### config.mk
export PLATFORM = sky130hd
export DESIGN_NAME = irq_dispatch
export DESIGN_NICKNAME = d
export VERILOG_FILES = /design/src/rtl/irq_dispatch.sv
export SDC_FILE = /design/constraint.sdc
export NUM_CORES = 1
export LEC_CHECK = 0
export BUFFER_PORTS_ARGS = -buffer_cell sky130_fd_sc_hd__buf_2
export CAP_MARGIN = 15
export CORE_ASPECT_RATIO = 0.5
export CORE_MARGIN = 2
export CORE_UTILIZATION = 32
export DETAILED_ROUTE_END_ITERATION = 12
export MAX_ROUTING_LAYER = met4
export SYNTH_ARGS = -nofsm -noshare
export SYNTH_HDL_FRONTEND = slang
export SYNTH_SLANG_ARGS = --single-unit
### constraint.sdc
create_clock -name clk -period 3.2 [get_ports clk]
set_clock_uncertainty 0.05 [all_clocks]
set_input_delay 0.48 -clock clk [delete_from_list [all_inputs] [get_ports clk]]
set_output_delay 0.48 -clock clk [all_outputs]
set_load 0.02 [all_outputs]
### src/rtl/irq_dispatch.sv
// irq_dispatch: captures the priority encoder's winning group/channel, presents
// it to the CPU as a frozen vector with a req/ack handshake, and on acknowledge
// emits a one-cycle one-hot clear pulse for the originating source, followed by
// a settle interval before the encoder is sampled again.
//
// Handshake: irq_req is high exactly while in PEND. irq_ack is level-sampled on
// each rising edge and only acted on in PEND. An ack seen at edge k makes clr
// high for the single cycle after k. Ack held high produces one clr per capture.
//
// Optional feature macro: IRQ_DISPATCH_TIMEOUT_EN. When it is defined, a PEND
// that lasts TIMEOUT_CYC cycles without ack sets the sticky err flag, which
// err_clr clears. When it is undefined, err is 0 and PEND waits indefinitely.
//
// state_dbg exposes the FSM state: 0=IDLE, 1=PEND, 2=CLEAR, 3=SETTLE.
module irq_dispatch #(
  parameter int NGRP        = 3,
  parameter int NCH         = 9,
  parameter int SETTLE_CYC  = 2,
  parameter int TIMEOUT_CYC = 255
) (
  input  logic                 clk,
  input  logic                 rst,
  input  logic [NGRP-1:0]      grp_valid,
  input  logic [3:0]           chan_code,
  input  logic                 irq_ack,
  input  logic                 err_clr,
  output logic                 irq_req,
  output logic [5:0]           irq_vec,
  output logic [NGRP*NCH-1:0]  clr,
  output logic                 busy,
  output logic                 err,
  output logic [1:0]           state_dbg
);

  localparam int NSRC    = NGRP * NCH;
  localparam int IW      = $clog2(NSRC);
  localparam int CNT_MAX = (SETTLE_CYC > TIMEOUT_CYC) ? SETTLE_CYC : TIMEOUT_CYC;
  localparam int CW      = $clog2(CNT_MAX + 1);

  localparam logic [3:0]    NCH_L       = 4'(NCH);
  localparam logic [CW-1:0] SETTLE_LAST = CW'(SETTLE_CYC - 1);

  typedef enum logic [1:0] {
    IDLE   = 2'd0,
    PEND   = 2'd1,
    CLEAR  = 2'd2,
    SETTLE = 2'd3
  } state_t;

  state_t        state_q, state_d;
  logic [5:0]    vec_q, vec_d;
  logic [CW-1:0] cnt_q, cnt_d;
  logic [1:0]    grp_sel;
  logic [IW-1:0] src_idx;

  // Lowest set grp_valid bit wins (group 0 is highest priority).
  always_comb begin
    grp_sel = '0;
    for (int g = NGRP - 1; g >= 0; g--) begin
      if (grp_valid[g]) grp_sel = 2'(g);
    end
  end

  // Next state and captured vector; encoder inputs only matter in IDLE.
  always_comb begin
    state_d = state_q;
    vec_d   = vec_q;
    case (state_q)
      IDLE: begin
        if ((|grp_valid) && (chan_code < NCH_L)) begin
          state_d = PEND;
          vec_d   = {grp_sel, chan_code};
        end
      end
      PEND: begin
        if (irq_ack) state_d = CLEAR;
      end
      CLEAR: begin
        state_d = SETTLE;
      end
      SETTLE: begin
        if (cnt_q == SETTLE_LAST) state_d = IDLE;
      end
      default: begin
        state_d = IDLE;
      end
    endcase
  end

  // Counter restarts at 0 on every state change and never wraps.
  always_comb begin
    cnt_d = cnt_q;
    if (state_d != state_q) begin
      cnt_d = '0;
    end else if ((state_q == SETTLE) && (cnt_q != SETTLE_LAST)) begin
      cnt_d = cnt_q + 1'b1;
    end
`ifdef IRQ_DISPATCH_TIMEOUT_EN
    else if ((state_q == PEND) && (cnt_q != CW'(TIMEOUT_CYC))) begin
      cnt_d = cnt_q + 1'b1;
    end
`endif
  end

  // State, vector and counter registers with synchronous reset.
  always_ff @(posedge clk) begin
    if (rst) begin
      state_q <= IDLE;
      vec_q   <= '0;
      cnt_q   <= '0;
    end else begin
      state_q <= state_d;
      vec_q   <= vec_d;
      cnt_q   <= cnt_d;
    end
  end

`ifdef IRQ_DISPATCH_TIMEOUT_EN
  logic err_q, err_d;

  // Sticky timeout flag; a new timeout in the same cycle as err_clr wins.
  always_comb begin
    err_d = err_q;
    if (err_clr) err_d = 1'b0;
    if ((state_q == PEND) && !irq_ack && (cnt_q == CW'(TIMEOUT_CYC - 1))) err_d = 1'b1;
  end

  // Error flag register.
  always_ff @(posedge clk) begin
    if (rst) err_q <= 1'b0;
    else     err_q <= err_d;
  end

  assign err = err_q;
`else
  logic unused_err_clr;
  assign unused_err_clr = err_clr;
  assign err            = 1'b0;
`endif

  // Decode the frozen vector back to the source bit; only driven in CLEAR.
  always_comb begin
    src_idx = IW'(vec_q[5:4]) * IW'(NCH) + IW'(vec_q[3:0]);
    clr     = '0;
    if (state_q == CLEAR) clr = NSRC'(1) << src_idx;
  end

  assign irq_req   = (state_q == PEND);
  assign busy      = (state_q != IDLE);
  assign irq_vec   = vec_q;
  assign state_dbg = state_q;

endmodule

Yosys cells after proc, flatten, opt, wreduce, memory -nomap -nowiden
Index checks and enable logic that the tools add are counted.
{"block": "op_classes", "div_mod_pow": 0, "addsub": 2, "muxes": 8, "n_bitwise": 0, "reduce_logical": 7, "order_cmp": 1, "shifts": 1, "n_mul": 1, "eq_ne": 6}
{"cell": "$mux W27", "n": 1}
{"cell": "$shl A1 B5 Y27 const A", "n": 1}
{"cell": "$mux W2", "n": 6}
{"cell": "$add A8 B1 Y8 const B", "n": 1}
{"cell": "$eq A8 B1 Y1 const B", "n": 1}
{"cell": "$ne A8 B1 Y1 const B", "n": 1}
{"cell": "$pmux W2 S4", "n": 1}
{"cell": "$add A5 B4 Y5", "n": 1}
{"cell": "$mul A2 B4 Y5 const B", "n": 1}
{"cell": "$eq A2 B2 Y1 const B", "n": 2}
{"cell": "$lt A4 B4 Y1 const B", "n": 1}
{"cell": "$reduce_or A3 Y1", "n": 1}
{"cell": "$eq A2 B1 Y1 const B", "n": 1}
{"cell": "$logic_and A1 B1 Y1", "n": 2}
{"cell": "$logic_not A2 Y1", "n": 1}
{"cell": "$ne A2 B2 Y1", "n": 1}
{"cell": "$reduce_and A2 Y1", "n": 1}
{"cell": "$reduce_bool A2 Y1", "n": 1}
{"cell": "$reduce_or A2 Y1", "n": 1}
{"block": "totals", "elab_cells": 29, "reg_bits": 16, "input_bits": 11, "ram_bits": 0, "romBits": 0, "memories": 0, "latch_bits": 0}

Longest topological paths before layout
Gate-level depths: netlist of run 1.
{"block": "logic_depth", "word_depth": 6, "ltp_mapped": 8}

Worst setup path after synthesis of run 1
Ideal clock, no wire load.
{"block": "synth_path", "path_kind": "register to output", "startpoint": "register vec_q[5], in the netlist irq_vec[5]", "endpoint": "output clr[25]", "setup_slack_ns": 0.163, "arrival_time_ns": 2.507, "path_stages_with_launch": 6, "path_buffers": 0, "cell_sequence": "dfxtp_1 -> ha_1 -> ha_1 -> fa_1 -> or3b_2 -> nor3_1"}
{"block": "synth_via", "elab_chain_cells": 4}
{"item": "start, declared", "line": "51", "source": "logic [5:0] vec_q, vec_d;"}
{"item": "start signal, assigned", "line": "113", "source": "vec_q <= vec_d;"}
{"item": "$mul A2 B4 Y5", "line": "143", "source": "src_idx = IW'(vec_q[5:4]) * IW'(NCH) + IW'(vec_q[3:0]);"}
{"item": "$add A5 B4 Y5", "line": "143"}
{"item": "$shl A1 B5 Y27", "line": "145", "source": "if (state_q == CLEAR) clr = NSRC'(1) << src_idx;"}
{"item": "$mux W27", "line": "145"}
{"item": "end, declared", "line": "29", "source": "output logic [NGRP*NCH-1:0] clr,"}
Every way passes these cells.

Worst setup path after layout of run 1
{"block": "layout_path", "startpoint": "register vec_q[1], in the netlist irq_vec[1]", "endpoint": "output clr[19]"}
{"block": "layout_via", "elab_chain_cells": 3}
{"item": "$add A5 B4 Y5", "line": "143"}
{"item": "$shl A1 B5 Y27", "line": "145"}
{"item": "$mux W27", "line": "145"}
Every way passes these cells.

==> key figures, run 1 <==
Status
  • Outcome: finished, final reports clean

Yosys
  • Commonest cells post-synth: sky130_fd_sc_hd__nor2_1, sky130_fd_sc_hd__dfxtp_1, sky130_fd_sc_hd__ha_1, sky130_fd_sc_hd__xor2_1
  • XOR/XNOR Fraction of Synth Area: 6.13%
  • Mapped cell area: 1140 sq um
  • Cell with the most instances after synthesis: sky130_fd_sc_hd__nor2_1
  • Proportion of synthesized chip area in sequential cells: 28.0%
  • Biggest area contributors in the synthesized netlist: sky130_fd_sc_hd__dfxtp_1, sky130_fd_sc_hd__nor2_1, sky130_fd_sc_hd__ha_1
  • Gate count of the mapped netlist: 140
  • Cell taking the most area after synthesis: sky130_fd_sc_hd__dfxtp_1
  • Main combinational cell family by area after synthesis: simple AND/OR/NAND/NOR gates
  • Warnings from Yosys: 0
  • Unique cell type count in the Yosys netlist: 42
  • Mux share of post-synthesis cell area: 4.38%
  • Number of flops mapped to enable cells by yosys: 0
  • Synthesized-area fraction occupied by adder cells: 9.41%
  • Mapped Nets: 159
  • Number of synthesized register bits: 16
  • Fraction of registers with async set/reset: 0%
  • Post-Synth Simple-Gate Area: 33.8%
  • Top cell type's share of synthesized area: 28.0%
  • Mean instance size in the synthesized netlist: 8.17 sq um
  • Synth Flop Type: sky130_fd_sc_hd__dfxtp_1
  • Post-synthesis compound-gate area fraction: 14.3%

Global routing
  • GR met3 Demand/Resource: 3.41%
  • Pin count of the biggest net entering global routing: 15
  • Met2 track demand over resource in global routing: 25.9%
  • Via count of the first global-routing pass: 953
  • Peak-usage layer in the global routing report: met2
  • Overall Global Routing Usage: 13.8%
  • Antenna violations before repair: 0
  • Met1 Use GR: 14.8%
  • Global route total overflow: 0
  • First-pass GRT wire length: 4180 microns

STA
  • Final setup viols: 0
  • TNS Setup: 0 ns
  • Final hold vios: 0
  • Slew at the pin closest to its max-slew limit: 0.529 ns
  • Count of final max-slew check failures: 0
  • Worst slew slack as a fraction of its limit: 64.7%
  • Peak Freq: 324 MHz
  • RSZ-0062 raised after global routing: false
  • Min Tclk post-route: 3.08 ns
  • Share of the clock period used by the worst path after layout: 96.4%

Clock tree
  • TritonCTS Sinks: 16
  • Max Root-Sink Buffers: 2
  • Maximum level of the CTS H-tree: 1
  • Clock tree from TritonCTS: built
  • Number of buffers inserted for hold repair after clock tree synthesis: 0
  • Setup repair bufs after CTS: 0
  • Buffer cell driving the clock tree root: sky130_fd_sc_hd__clkbuf_8
  • CTS Buf Count: 3
  • Register clock-pin slew on the reported worst setup and hold paths: 0.06 ns
  • Source-to-sink clock delay at the later pin of the worst-skew pair: 0.25 ns

Run
  • Max-cap violation count: 0

Pwr
  • Peak supply drop: 0.126 mV
  • Static leakage: 0.707 nW
  • Pwr/cell area: 350 nW/um^2

Routing
  • DRC violation count after routing: 0
  • Final wirelength: 2600 microns
  • Via Count: 1116
  • Antenna-violating nets left: 0
  • Average routed wire per standard cell: 11.0 microns
  • First-pass iteration count of the detailed router: 4
  • Via-to-Cell Ratio: 4.73
  • Number of DRC markers after the initial detailed-route iteration: 32

Placement
  • Count of input and output buffers: 46
  • Weighted congestion reported at the end of routability-driven placement: 0.723
  • Sum of net half-perimeters after detailed placement: 2130 microns

Floorplanning
  • CORE AREA: 3430 sq um
  • Initial core utilization: 33.3%
  • Number of placement rows: 15
  • Boundary pin count: 49
  • Die outline height: 46.3 microns
  • X dimension of the die: 88.5 microns
  • Die Footprint: 4100 sq um

Hold path
  • HP Class: in2reg

Final layout
  • Share of final-layout standard cells stronger than drive strength 1: 34.1%
  • Synth-to-Final Area Change: 28.6%
  • Antenna cell count: 0
  • Core Util, Final: 42.8%
  • Layout net count: 206

Critical path
  • Most numerous cell on the critical path: sky130_fd_sc_hd__ha_1
  • CP cell instances: ha_1 -> ha_1 -> fa_2 -> xor2_1 -> nor3b_2 -> or3b_4 -> nor2_1 -> buf_2
  • Largest stage delay, worst path: 0.46 ns
  • Required @ worst endpoint: 2.67 ns
  • Start-to-end type of the worst setup path: reg2out
  • Arrival time at the worst endpoint: 2.55 ns
  • Element type at the critical path start: flip-flop
  • Max FO, Critical Path: 8
  • CP max stage cell: sky130_fd_sc_hd__or3b_4
  • Capturing element type of the critical path: output pin
-- placed cells by master (no fill, tap or decap), drive strengths merged, types with 2 or more instances in the layout --
cell and count:
inv 4, or3b 4, clkbuf 3, nor2b 3, nor2 39, a31oi 2
buf 47, nor3 5, nand3b 4, a211oi 2, ha 7, nand3 5
nand2 2, nand4 3, and3 3, dfxtp 16, mux2i 5, or3 2
a21oi 5, xor2 7
-- per-layer routing --
layer / part of all wire (%) / vias to the layer above
met5: 0 / -
met4: 1.0 / 0
met3: 5.8 / 2
met2: 48 / 34
met1: 46 / 503
li1: - / 577
-- state kept, by name, indices dropped and copies added (netlist names) --
name       count
cnt_q          8
state_dbg      2
irq_vec        6
-- critical path, delay by kind of cell, from the launching register on --
kind	cells	cell delay, ns
DFF	1	0.33
and+or+nand+nor	3	0.78
adders and majority gates	3	0.87
xor gates and xnor gates	1	0.17
buffers and inverters	1	0.17
-- kinds of logic (layout without fill, tap and decap cells) --
logic type / count (synthesis) / count (layout)
simple gates: 75 / 75
fa+ha+maj: 8 / 8
compound gates: 18 / 18
buf+inv: 9 / 54
xor+xnor: 8 / 8
other cells: 1 / 1
flops: 16 / 16
mux: 5 / 5
-- cell type report --
type	count	area, sq um
flip-flops and latches	16	320
multi-input cells	115	792
fillers	362	1960
well taps	51	63.8
inverters	4	15.0
clock buffers	3	41.3
repair buffers	47	238
-- power breakdown --
group          switching, mW  internal [mW]  total [mW]
sequential            0.0172          0.208       0.226
clock                 0.0639         0.0833       0.147
combinational         0.0841         0.0569       0.141
-- final timing paths --
kind / start / end / slack, ns / cells past startpoint
setup / recovery: irq_vec[1] / clr[19] / 0.12 / 8
hold / removal: chan_code[3] / irq_vec[3] / 0.45 / 3
setup reg to reg: cnt_q[0] / cnt_q[5] / 1.39 / 5
hold reg to reg: cnt_q[7] / cnt_q[7] / 0.49 / 2
-- what timing repair did --
action | in CTS | in global routing
pin swaps | 0 | 0
gates resized for setup | 2 | 1
setup endpoints to repair | 8 | 17
hold endpoints to repair | 0 | 0
-- per-stage QoR --
step / hold WS, ns / std cells / cell area [sq um] / setup WS [ns] / power (mW)
after floorplan: 0.444 / 140 / 1140 / 0.163 / 0.332
after global placement: 0.473 / 233 / 1420 / 0.256 / 0.369
after detailed placement: 0.489 / 233 / 1420 / 0.177 / 0.370
after CTS: 0.447 / 236 / 1470 / 0.0440 / 0.521
after global routing: 0.467 / 236 / 1470 / 0.00666 / 0.547
final: 0.453 / 236 / 1470 / 0.115 / 0.514
No activity file was read; power rests on OpenSTA's default activity.
==> inputs of run 2 (changes only) <==
--- a/config.mk
+++ b/config.mk
@@ -5,12 +5,12 @@
 export SDC_FILE = /design/constraint.sdc
 export NUM_CORES = 1
 export LEC_CHECK = 0
-export BUFFER_PORTS_ARGS = -buffer_cell sky130_fd_sc_hd__buf_2
 export CAP_MARGIN = 15
 export CORE_ASPECT_RATIO = 0.5
 export CORE_MARGIN = 2
 export CORE_UTILIZATION = 32
 export DETAILED_ROUTE_END_ITERATION = 12
+export DONT_BUFFER_PORTS = 1
 export MAX_ROUTING_LAYER = met4
 export SYNTH_ARGS = -nofsm -noshare
 export SYNTH_HDL_FRONTEND = slang
==> run 2 against run 1 <==
Core utilization fell by 2.6 points. Critical path depth down 1. Sequential power barely moved. Combinational power decreased by 12%. Setup slack better by 0.0061 ns. Global-route usage is 2.0 points lower. Power rose by 2.5%.
==> key figures, run 2 (same netlist as run 1, synthesis figures left out) <==
Clock tree
  • Source-to-sink clock delay at the later pin of the worst-skew pair: 0.24 ns
  • Register clock-pin slew on the reported worst setup and hold paths: 0.06 ns
  • CTS Buf Count: 3
  • Maximum level of the CTS H-tree: 1
  • TritonCTS Sinks: 16
  • Setup repair bufs after CTS: 0
  • Clock tree from TritonCTS: built
  • Buffer cell driving the clock tree root: sky130_fd_sc_hd__clkbuf_8
  • Max Root-Sink Buffers: 2

Critical path
  • Element type at the critical path start: flip-flop
  • Required @ worst endpoint: 2.67 ns
  • Capturing element type of the critical path: output pin
  • Max FO, Critical Path: 8
  • Start-to-end type of the worst setup path: reg2out
  • Arrival time at the worst endpoint: 2.55 ns

Final layout
  • Number of fill cells: 347
  • Antenna cell count: 0
  • Leading cell types in the layout, fill and taps excluded: sky130_fd_sc_hd__nor2_1, sky130_fd_sc_hd__buf_4, sky130_fd_sc_hd__dfxtp_1
  • Layout net count: 177
  • Core Util, Final: 40.2%
  • Most common library cell in the layout ignoring fill and taps: sky130_fd_sc_hd__nor2_1
  • Share of final-layout standard cells stronger than drive strength 1: 22.3%
  • Post-route insts no fill: 208
  • Total non-filler cell area in the finished layout: 1380 sq um
  • Synth-to-Final Area Change: 20.8%
  • Register with the most flip-flops: cnt_q
  • Flip-flop count of the largest register, all copies and words added: 8

STA
  • Slew at the pin closest to its max-slew limit: 0.663 ns
  • RSZ-0062 raised after global routing: true
  • Peak Freq: 325 MHz
  • Count of final max-slew check failures: 0
  • Final setup viols: 0
  • Worst path setup slack after routing: 0.122 ns
  • Final hold vios: 0
  • TNS Setup: 0 ns
  • Final hold slack: 0.248 ns
  • Worst slew slack as a fraction of its limit: 55.7%
  • Share of the clock period used by the worst path after layout: 96.2%
  • Min Tclk post-route: 3.08 ns

Placement
  • Count of input and output buffers: 0
  • Number of placed instances, taps included: 204
  • Weighted congestion reported at the end of routability-driven placement: 0.844
  • Placement Setup Slack: 0.293 ns
  • Sum of net half-perimeters after detailed placement: 1970 microns
  • Post-Place Cell Area: 1320 sq um

Routing
  • First-pass iteration count of the detailed router: 4
  • Final wirelength: 2470 microns
  • Via-to-Cell Ratio: 4.95
  • Number of DRC markers after the initial detailed-route iteration: 34
  • Average routed wire per standard cell: 11.9 microns
  • Antenna-violating nets left: 0
  • Via Count: 1030
  • DRC violation count after routing: 0

Status
  • Outcome: finished, final reports clean

Global routing
  • Pin count of the biggest net entering global routing: 15
  • Via count of the first global-routing pass: 818
  • First-pass GRT wire length: 3600 microns
  • Antenna violations before repair: 0
  • Global route total overflow: 0
  • Overall Global Routing Usage: 11.8%

Floorplanning
  • Initial core utilization: 33.3%
  • Boundary pin count: 49
  • Number of placement rows: 15
  • Die outline height: 46.3 microns
  • X dimension of the die: 88.5 microns
  • Die Footprint: 4100 sq um
  • CORE AREA: 3430 sq um

Run
  • Max-cap violation count: 0

Pwr
  • Static leakage: 0.572 nW
  • Power Total: 0.527 mW
  • Peak supply drop: 0.178 mV
  • Pwr/cell area: 381 nW/um^2

Hold path
  • HP Class: in2reg
[run 2: cell types whose count changed in the layout (fill, tap and decap cells not counted)]
cell,delta
sky130_fd_sc_hd__buf_2,-46
sky130_fd_sc_hd__buf_4,+17
sky130_fd_sc_hd__clkbuf_8,+1
sky130_fd_sc_hd__fa_1,+1
sky130_fd_sc_hd__fa_2,-1
sky130_fd_sc_hd__nor2_1,-1
sky130_fd_sc_hd__nor2_2,+1
[run 2: critical path, cell delays in order (launching register included)]
cell,delay [ns]
sky130_fd_sc_hd__dfxtp_1,0.39
sky130_fd_sc_hd__ha_1,0.24
sky130_fd_sc_hd__ha_1,0.20
sky130_fd_sc_hd__fa_1,0.38
sky130_fd_sc_hd__xor2_1,0.21
sky130_fd_sc_hd__nand3b_1,0.17
sky130_fd_sc_hd__o21bai_1,0.33
sky130_fd_sc_hd__nor2_1,0.38
[run 2: path summary, 6_finish.rpt]
kind	slack [ns]	endpoint	from	depth (start not counted)
max	0.12	clr[12]	irq_vec[0]	7
max reg2reg	1.41	cnt_q[7]	cnt_q[0]	5
min	0.25	state_dbg[0]	rst	1
min reg2reg	0.49	cnt_q[3]	cnt_q[3]	2
[run 2: metal layers]
metal | part of all wire [%] | up-vias | GRT usage [%] | wire, microns
met5 | 0 | - | - | 0
met4 | 0.49 | 0 | 2.42 | 12
met2 | 44 | 34 | 21.1 | 1080
met3 | 6.1 | 2 | 3.23 | 150
li1 | - | 524 | - | -
met1 | 50 | 470 | 13.7 | 1220
[run 2: area by class of cell]
class	count	area [sq um]	area share, %
Multi-Input combinational cell	115	792	57.3
Sequential cell	16	320	23.2
Clock buffer	4	55.1	3.99
Inverter	4	15.0	1.09
Tap cell	51	63.8	4.62
Timing Repair Buffer	18	135	9.78
[run 2: repair_timing]
item | CTS | global route
gates resized for setup | 0 | 3
hold buffers | 0 | 0
endpoints found under the setup margin | 0 | 17
[run 2: power breakdown]
part           total, mW  internal [mW]  leakage [nW]  switching [mW]
logic              0.124         0.0476         0.413          0.0762
clock network      0.176          0.109        0.0288          0.0668
registers          0.227          0.208         0.130          0.0189
